--- src/rtl/sap1_pkg.sv ---
// Shared SAP-1 definitions: opcodes, T-state encodings and the control-word layout.
package sap1_pkg;

  localparam logic [3:0] OP_LDA = 4'h0;
  localparam logic [3:0] OP_ADD = 4'h1;
  localparam logic [3:0] OP_SUB = 4'h2;
  localparam logic [3:0] OP_OUT = 4'hE;
  localparam logic [3:0] OP_HLT = 4'hF;

  localparam logic [5:0] T1     = 6'b000001;
  localparam logic [5:0] T2     = 6'b000010;
  localparam logic [5:0] T3     = 6'b000100;
  localparam logic [5:0] T4     = 6'b001000;
  localparam logic [5:0] T5     = 6'b010000;
  localparam logic [5:0] T6     = 6'b100000;
  localparam logic [5:0] T_HALT = 6'b000000;

  // Control-word bit order, MSB first: cp ep lm ce li ei la ea su eu lb lo
  localparam int CW_CP = 11;
  localparam int CW_EP = 10;
  localparam int CW_LM = 9;
  localparam int CW_CE = 8;
  localparam int CW_LI = 7;
  localparam int CW_EI = 6;
  localparam int CW_LA = 5;
  localparam int CW_EA = 4;
  localparam int CW_SU = 3;
  localparam int CW_EU = 2;
  localparam int CW_LB = 1;
  localparam int CW_LO = 0;

  typedef logic [11:0] cw_t;

  // Active-low strobes (lm ce li la lb lo) high, everything else low
  localparam cw_t IDLE_CW = 12'h3A3;

endpackage

--- src/rtl/controller_sequencer_ring_counter.sv ---
// Six-bit one-hot rotate; hold_i freezes the ring (used while halted).
module ring_counter
  import sap1_pkg::*;
(
  input  logic       clk_i,
  input  logic       rstn_i,
  input  logic       hold_i,
  output logic [5:0] ring_o
);

  always_ff @(posedge clk_i or negedge rstn_i) begin
    if (!rstn_i) begin
      ring_o <= T1;
    end else if (!hold_i) begin
      ring_o <= {ring_o[4:0], ring_o[5]};
    end
  end

endmodule

--- src/rtl/controller_sequencer.sv ---
// SAP-1 controller-sequencer: T1..T6 ring plus opcode decode into the 12-bit control word.
module controller_sequencer
  import sap1_pkg::*;
(
  input  logic       clk_i,
  input  logic       rstn_i,
  input  logic [3:0] opcode_i,
  output logic       cp_o,
  output logic       ep_o,
  output logic       lm_o,
  output logic       ce_o,
  output logic       li_o,
  output logic       ei_o,
  output logic       la_o,
  output logic       ea_o,
  output logic       su_o,
  output logic       eu_o,
  output logic       lb_o,
  output logic       lo_o,
  output logic       hlt_o,
  output logic [5:0] t_state_o
);

  logic [5:0] ring;
  logic       halt_q;
  logic       halt_entry;
  cw_t        cw;

  assign halt_entry = (ring == T4) && (opcode_i == OP_HLT) && !halt_q;

  ring_counter u_ring (
    .clk_i  (clk_i),
    .rstn_i (rstn_i),
    .hold_i (halt_q | halt_entry),
    .ring_o (ring)
  );

  always_ff @(posedge clk_i or negedge rstn_i) begin
    if (!rstn_i) begin
      halt_q <= 1'b0;
    end else if (halt_entry) begin
      halt_q <= 1'b1;
    end
  end

  // rstn_i gates the decode so MAR never sees an lm strobe while reset is held
  always_comb begin
    cw = IDLE_CW;
    if (rstn_i && !halt_q) begin
      case (ring)
        T1: begin cw[CW_EP] = 1'b1; cw[CW_LM] = 1'b0; end
        T2: cw[CW_CP] = 1'b1;
        T3: begin cw[CW_CE] = 1'b0; cw[CW_LI] = 1'b0; end
        T4: begin
          case (opcode_i)
            OP_LDA, OP_ADD, OP_SUB: begin cw[CW_EI] = 1'b1; cw[CW_LM] = 1'b0; end
            OP_OUT:                 begin cw[CW_EA] = 1'b1; cw[CW_LO] = 1'b0; end
            default: ;
          endcase
        end
        T5: begin
          case (opcode_i)
            OP_LDA:         begin cw[CW_CE] = 1'b0; cw[CW_LA] = 1'b0; end
            OP_ADD, OP_SUB: begin cw[CW_CE] = 1'b0; cw[CW_LB] = 1'b0; end
            default: ;
          endcase
        end
        T6: begin
          case (opcode_i)
            OP_ADD: begin cw[CW_EU] = 1'b1; cw[CW_LA] = 1'b0; end
            OP_SUB: begin cw[CW_EU] = 1'b1; cw[CW_SU] = 1'b1; cw[CW_LA] = 1'b0; end
            default: ;
          endcase
        end
        default: ;
      endcase
    end
  end

  assign cp_o = cw[CW_CP];
  assign ep_o = cw[CW_EP];
  assign lm_o = cw[CW_LM];
  assign ce_o = cw[CW_CE];
  assign li_o = cw[CW_LI];
  assign ei_o = cw[CW_EI];
  assign la_o = cw[CW_LA];
  assign ea_o = cw[CW_EA];
  assign su_o = cw[CW_SU];
  assign eu_o = cw[CW_EU];
  assign lb_o = cw[CW_LB];
  assign lo_o = cw[CW_LO];

  assign hlt_o     = halt_q;
  assign t_state_o = halt_q ? T_HALT : ring;

endmodule

--- config.mk ---
export PLATFORM = sky130hd
export DESIGN_NAME = controller_sequencer
export DESIGN_NICKNAME = d
export VERILOG_FILES = /design/src/rtl/sap1_pkg.sv /design/src/rtl/controller_sequencer_ring_counter.sv /design/src/rtl/controller_sequencer.sv
export SDC_FILE = /design/constraint.sdc
export NUM_CORES = 1
export LEC_CHECK = 0
export CORE_MARGIN = 2
export CORE_UTILIZATION = 38
export DETAILED_ROUTE_END_ITERATION = 10
export GPL_TIMING_DRIVEN = 0
export PLACE_DENSITY = 0.76
export SLEW_MARGIN = 5
export SYNTH_ARGS = -nofsm -noshare
export SYNTH_HDL_FRONTEND = slang
export SYNTH_SLANG_ARGS = --single-unit
--- constraint.sdc ---
create_clock -name clk_i -period 1.9 [get_ports clk_i]
set_input_delay 0.285 -clock clk_i [delete_from_list [all_inputs] [get_ports clk_i]]
set_output_delay 0.285 -clock clk_i [all_outputs]
set_load 0.05 [all_outputs]
==> results.json <==
{
  "crit_slowest_cell": "or4b_4",
  "use_met1": 0.2249,
  "grt_start_max_net_pins": 12,
  "tightest_slew_ns": 0.4847,
  "finalHoldViolations": 0,
  "gr-usage-met3": 0.01667,
  "worstPathArrival_ns": 1.92,
  "cp.required_ns": 1.62,
  "crit_start": "hlt_o",
  "ys_ff_latch": 7,
  "status": "finished with violations",
  "numCtsBuffers": 3,
  "syn_avg_cell_area_um2": 8.362,
  "slew_viol_final": 0,
  "design_area_um2": 919.6,
  "cts_hold_buffers": 0,
  "r2r_cells": 4,
  "cts.clk_slew.worst_paths_ns": 0.05,
  "io_buffers": 24,
  "drive_gt1_frac": 0.5104,
  "dieArea_mm2": 0.001627,
  "ys_warn_count": 0,
  "clockBufferDepth": 2,
  "cts-root-buf": "clkbuf_4",
  "rsz0062_at_grt": "true",
  "htree_levels": 1,
  "min-delay-path-class": "in -> async",
  "coreArea_mm2": 0.001269,
  "chipWidth_um": 40.34,
  "fmax_mhz": 452.6,
  "diodes": 0,
  "die_y_um": 40.34,
  "drtIter0Drc": 6,
  "syn_area_um2": 501.7,
  "seq_area_frac_synth": 0.3516,
  "grt_pass1_wl_um": 1966,
  "io_pins": 25,
  "pre_cts_slack_ns": -1.276,
  "fin_worst_skew_ns": 0.0003194,
  "dp_hpwl_um": 953.6,
  "max_slew_margin": 0.6781,
  "top_usage_layer": "met2",
  "grt_use_total": 0.1792,
  "gp_congestion": 0.6684,
  "reg2reg_from": "u_ring.ring_o[0]",
  "cap_violations": 0,
  "layout_min_cycle_time_ns": 2.209,
  "drtPass1Iterations": 3,
  "max_stage_delay_ns": 0.53,
  "period_share": 1.163,
  "critPathKind": "reg -> out",
  "worstSetupStartpointType": "register",
  "viasPerCell": 5.189,
  "violations": "negative setup slack",
  "rows": 13,
  "drtAntennaViolNets": 0,
  "power_density_mw_per_mm2": 352.5,
  "grt_util_met2": 0.3333,
  "wire_per_inst_um": 12.38,
  "area_growth_pct": 83.29,
  "whs_ns": 0.005402,
  "synthDistinctLibCells": 31,
  "setup_tns_ns": -1.559,
  "via_count": 576,
  "drc": 0,
  "worst_slack_ns": -0.3095,
  "timing.rr.end": "u_ring.ring_o[4]",
  "routed_wl_um": 1374,
  "initial_core_util": 0.3955,
  "antenna_found_initial": 0,
  "setup-violations-final": 8,
  "crit_fanout": 3,
  "dpl_cell_area_um2": 823.3,
  "grt_pass1_vias": 462,
  "r2r_slack_ns": 0.30,
  "cts_tree": "built",
  "netlist_instances": 60,
  "syn-num-nets": 66,
  "fin_nets": 103,
  "leakagePower_nw": 0.4457,
  "ir_worst_vdd_mv": 0.4134,
  "path_cells": "or4b_4, or3_4, a21o_4, buf_6",
  "cts_sinks": 7,
  "grt_overflow": 0,
  "clock_latency_ns": 0.24,
  "cp-end-kind": "output pin"
}
[layout make-up]
cell class	count	area, um2
clock buffer	4	26.28
sequential	7	180.2
inverter	3	11.26
tap	15	18.77
fill	106	349.1
buffer	1	3.754
multi-input combinational	49	399.1
timing repair buffer	32	280.3
[synthesized netlist by cell type]
cell type | count | area, um2
nand3b_1 | 1 | 7.510
or2b_1 | 1 | 7.510
nor3_1 | 3 | 15.01
or3_4 | 1 | 11.26
a21o_1 | 3 | 22.52
dfstp_2 | 1 | 26.28
dfrtp_1 | 6 | 150.1
nor2_1 | 8 | 30.03
or4_1 | 1 | 7.510
nor4b_1 | 1 | 8.760
a41oi_1 | 1 | 8.760
nor2b_1 | 5 | 31.28
xnor2_1 | 1 | 8.760
nand4_1 | 1 | 6.260
nor4_1 | 2 | 12.51
nor3b_1 | 1 | 7.510
a21o_2 | 1 | 8.760
o21ai_0 | 1 | 5.000
o21bai_1 | 1 | 7.510
nand2_1 | 6 | 22.52
or2_2 | 1 | 6.260
mux2_2 | 1 | 11.26
inv_1 | 3 | 11.26
nand3_1 | 2 | 10.01
nand4bb_1 | 1 | 11.26
and3_1 | 1 | 6.260
nand2b_1 | 1 | 6.260
and2_1 | 1 | 6.260
clkbuf_1 | 1 | 3.750
or4b_4 | 1 | 13.76
o31a_2 | 1 | 10.01
[layout by cell type (no fill, tap or decap), types with 2 or more instances in the layout]
cell type	count
nor2_4	2
clkbuf_4	4
nand2_1	6
buf_2	3
buf_8	2
clkbuf_2	4
dfrtp_2	3
nand3_1	2
nor2_1	5
dlygate4sd2_1	2
a21o_1	2
nor3_1	2
dfrtp_1	3
inv_1	3
clkdlybuf4s50_1	3
nor2b_1	5
buf_4	8
buf_6	7
clkbuf_1	2
[critical path: cells and delay by family (launching register included)]
| family | cells | cell delay [ns] |
|---|---|---|
| flip-flops | 1 | 0.42 |
| buffers and inverters | 1 | 0.14 |
| AO/OA/AOI/OAI | 1 | 0.20 |
| AND/OR/NAND/NOR | 2 | 0.92 |
[power breakdown]
group | internal (W) | total (W) | switching, W
sequential | 0.000149 | 0.000149 | 0
combinational | 0.0000199 | 0.0000424 | 0.0000225
clock | 0.0000800 | 0.000133 | 0.0000525
[cell families after synthesis]
family | synth area share
xor gates and xnor gates | 0.01746
and+or+nand+nor | 0.4539
buffers and inverters | 0.02992
DFF | 0.3516
AOI/OAI and AO/OA | 0.1247
muxes | 0.02244
[metrics by stage]
stage                       util  instances  total power (W)
after detailed placement  0.6489         99        0.0001903
after floorplan                -         60        0.0001710
after CTS                 0.7071        107        0.0003274
after global routing      0.7249        111        0.0003422
after global placement    0.6489         99        0.0001897
final                     0.7249        111        0.0003242
[registers in the layout, indices dropped and copies added, names as in the netlist]
signal	count
hlt_o	1
u_ring.ring_o	6
[worst max-delay path by stage]
stage,end,slack [ns]
after global routing,lm_o,-0.35
after CTS,lm_o,-0.37
after detailed placement,lm_o,-1.28
after global placement,ei_o,-1.26
final,lm_o,-0.31
after floorplan,eu_o,-0.17
[metal layers]
metal,wire length (um),vias to the layer above
li1,-,286
met1,625,271
met2,686,17
met3,48,2
met4,14,0
met5,0,-
[what timing repair did]
| item | CTS | global route |
|---|---|---|
| resized for setup | 93 | 19 |
| pin swaps | 3 | 6 |
| endpoints found under the setup margin | 18 | 16 |
| buffers inserted | 4 | 4 |
No activity file was read; power rests on OpenSTA's default activity.
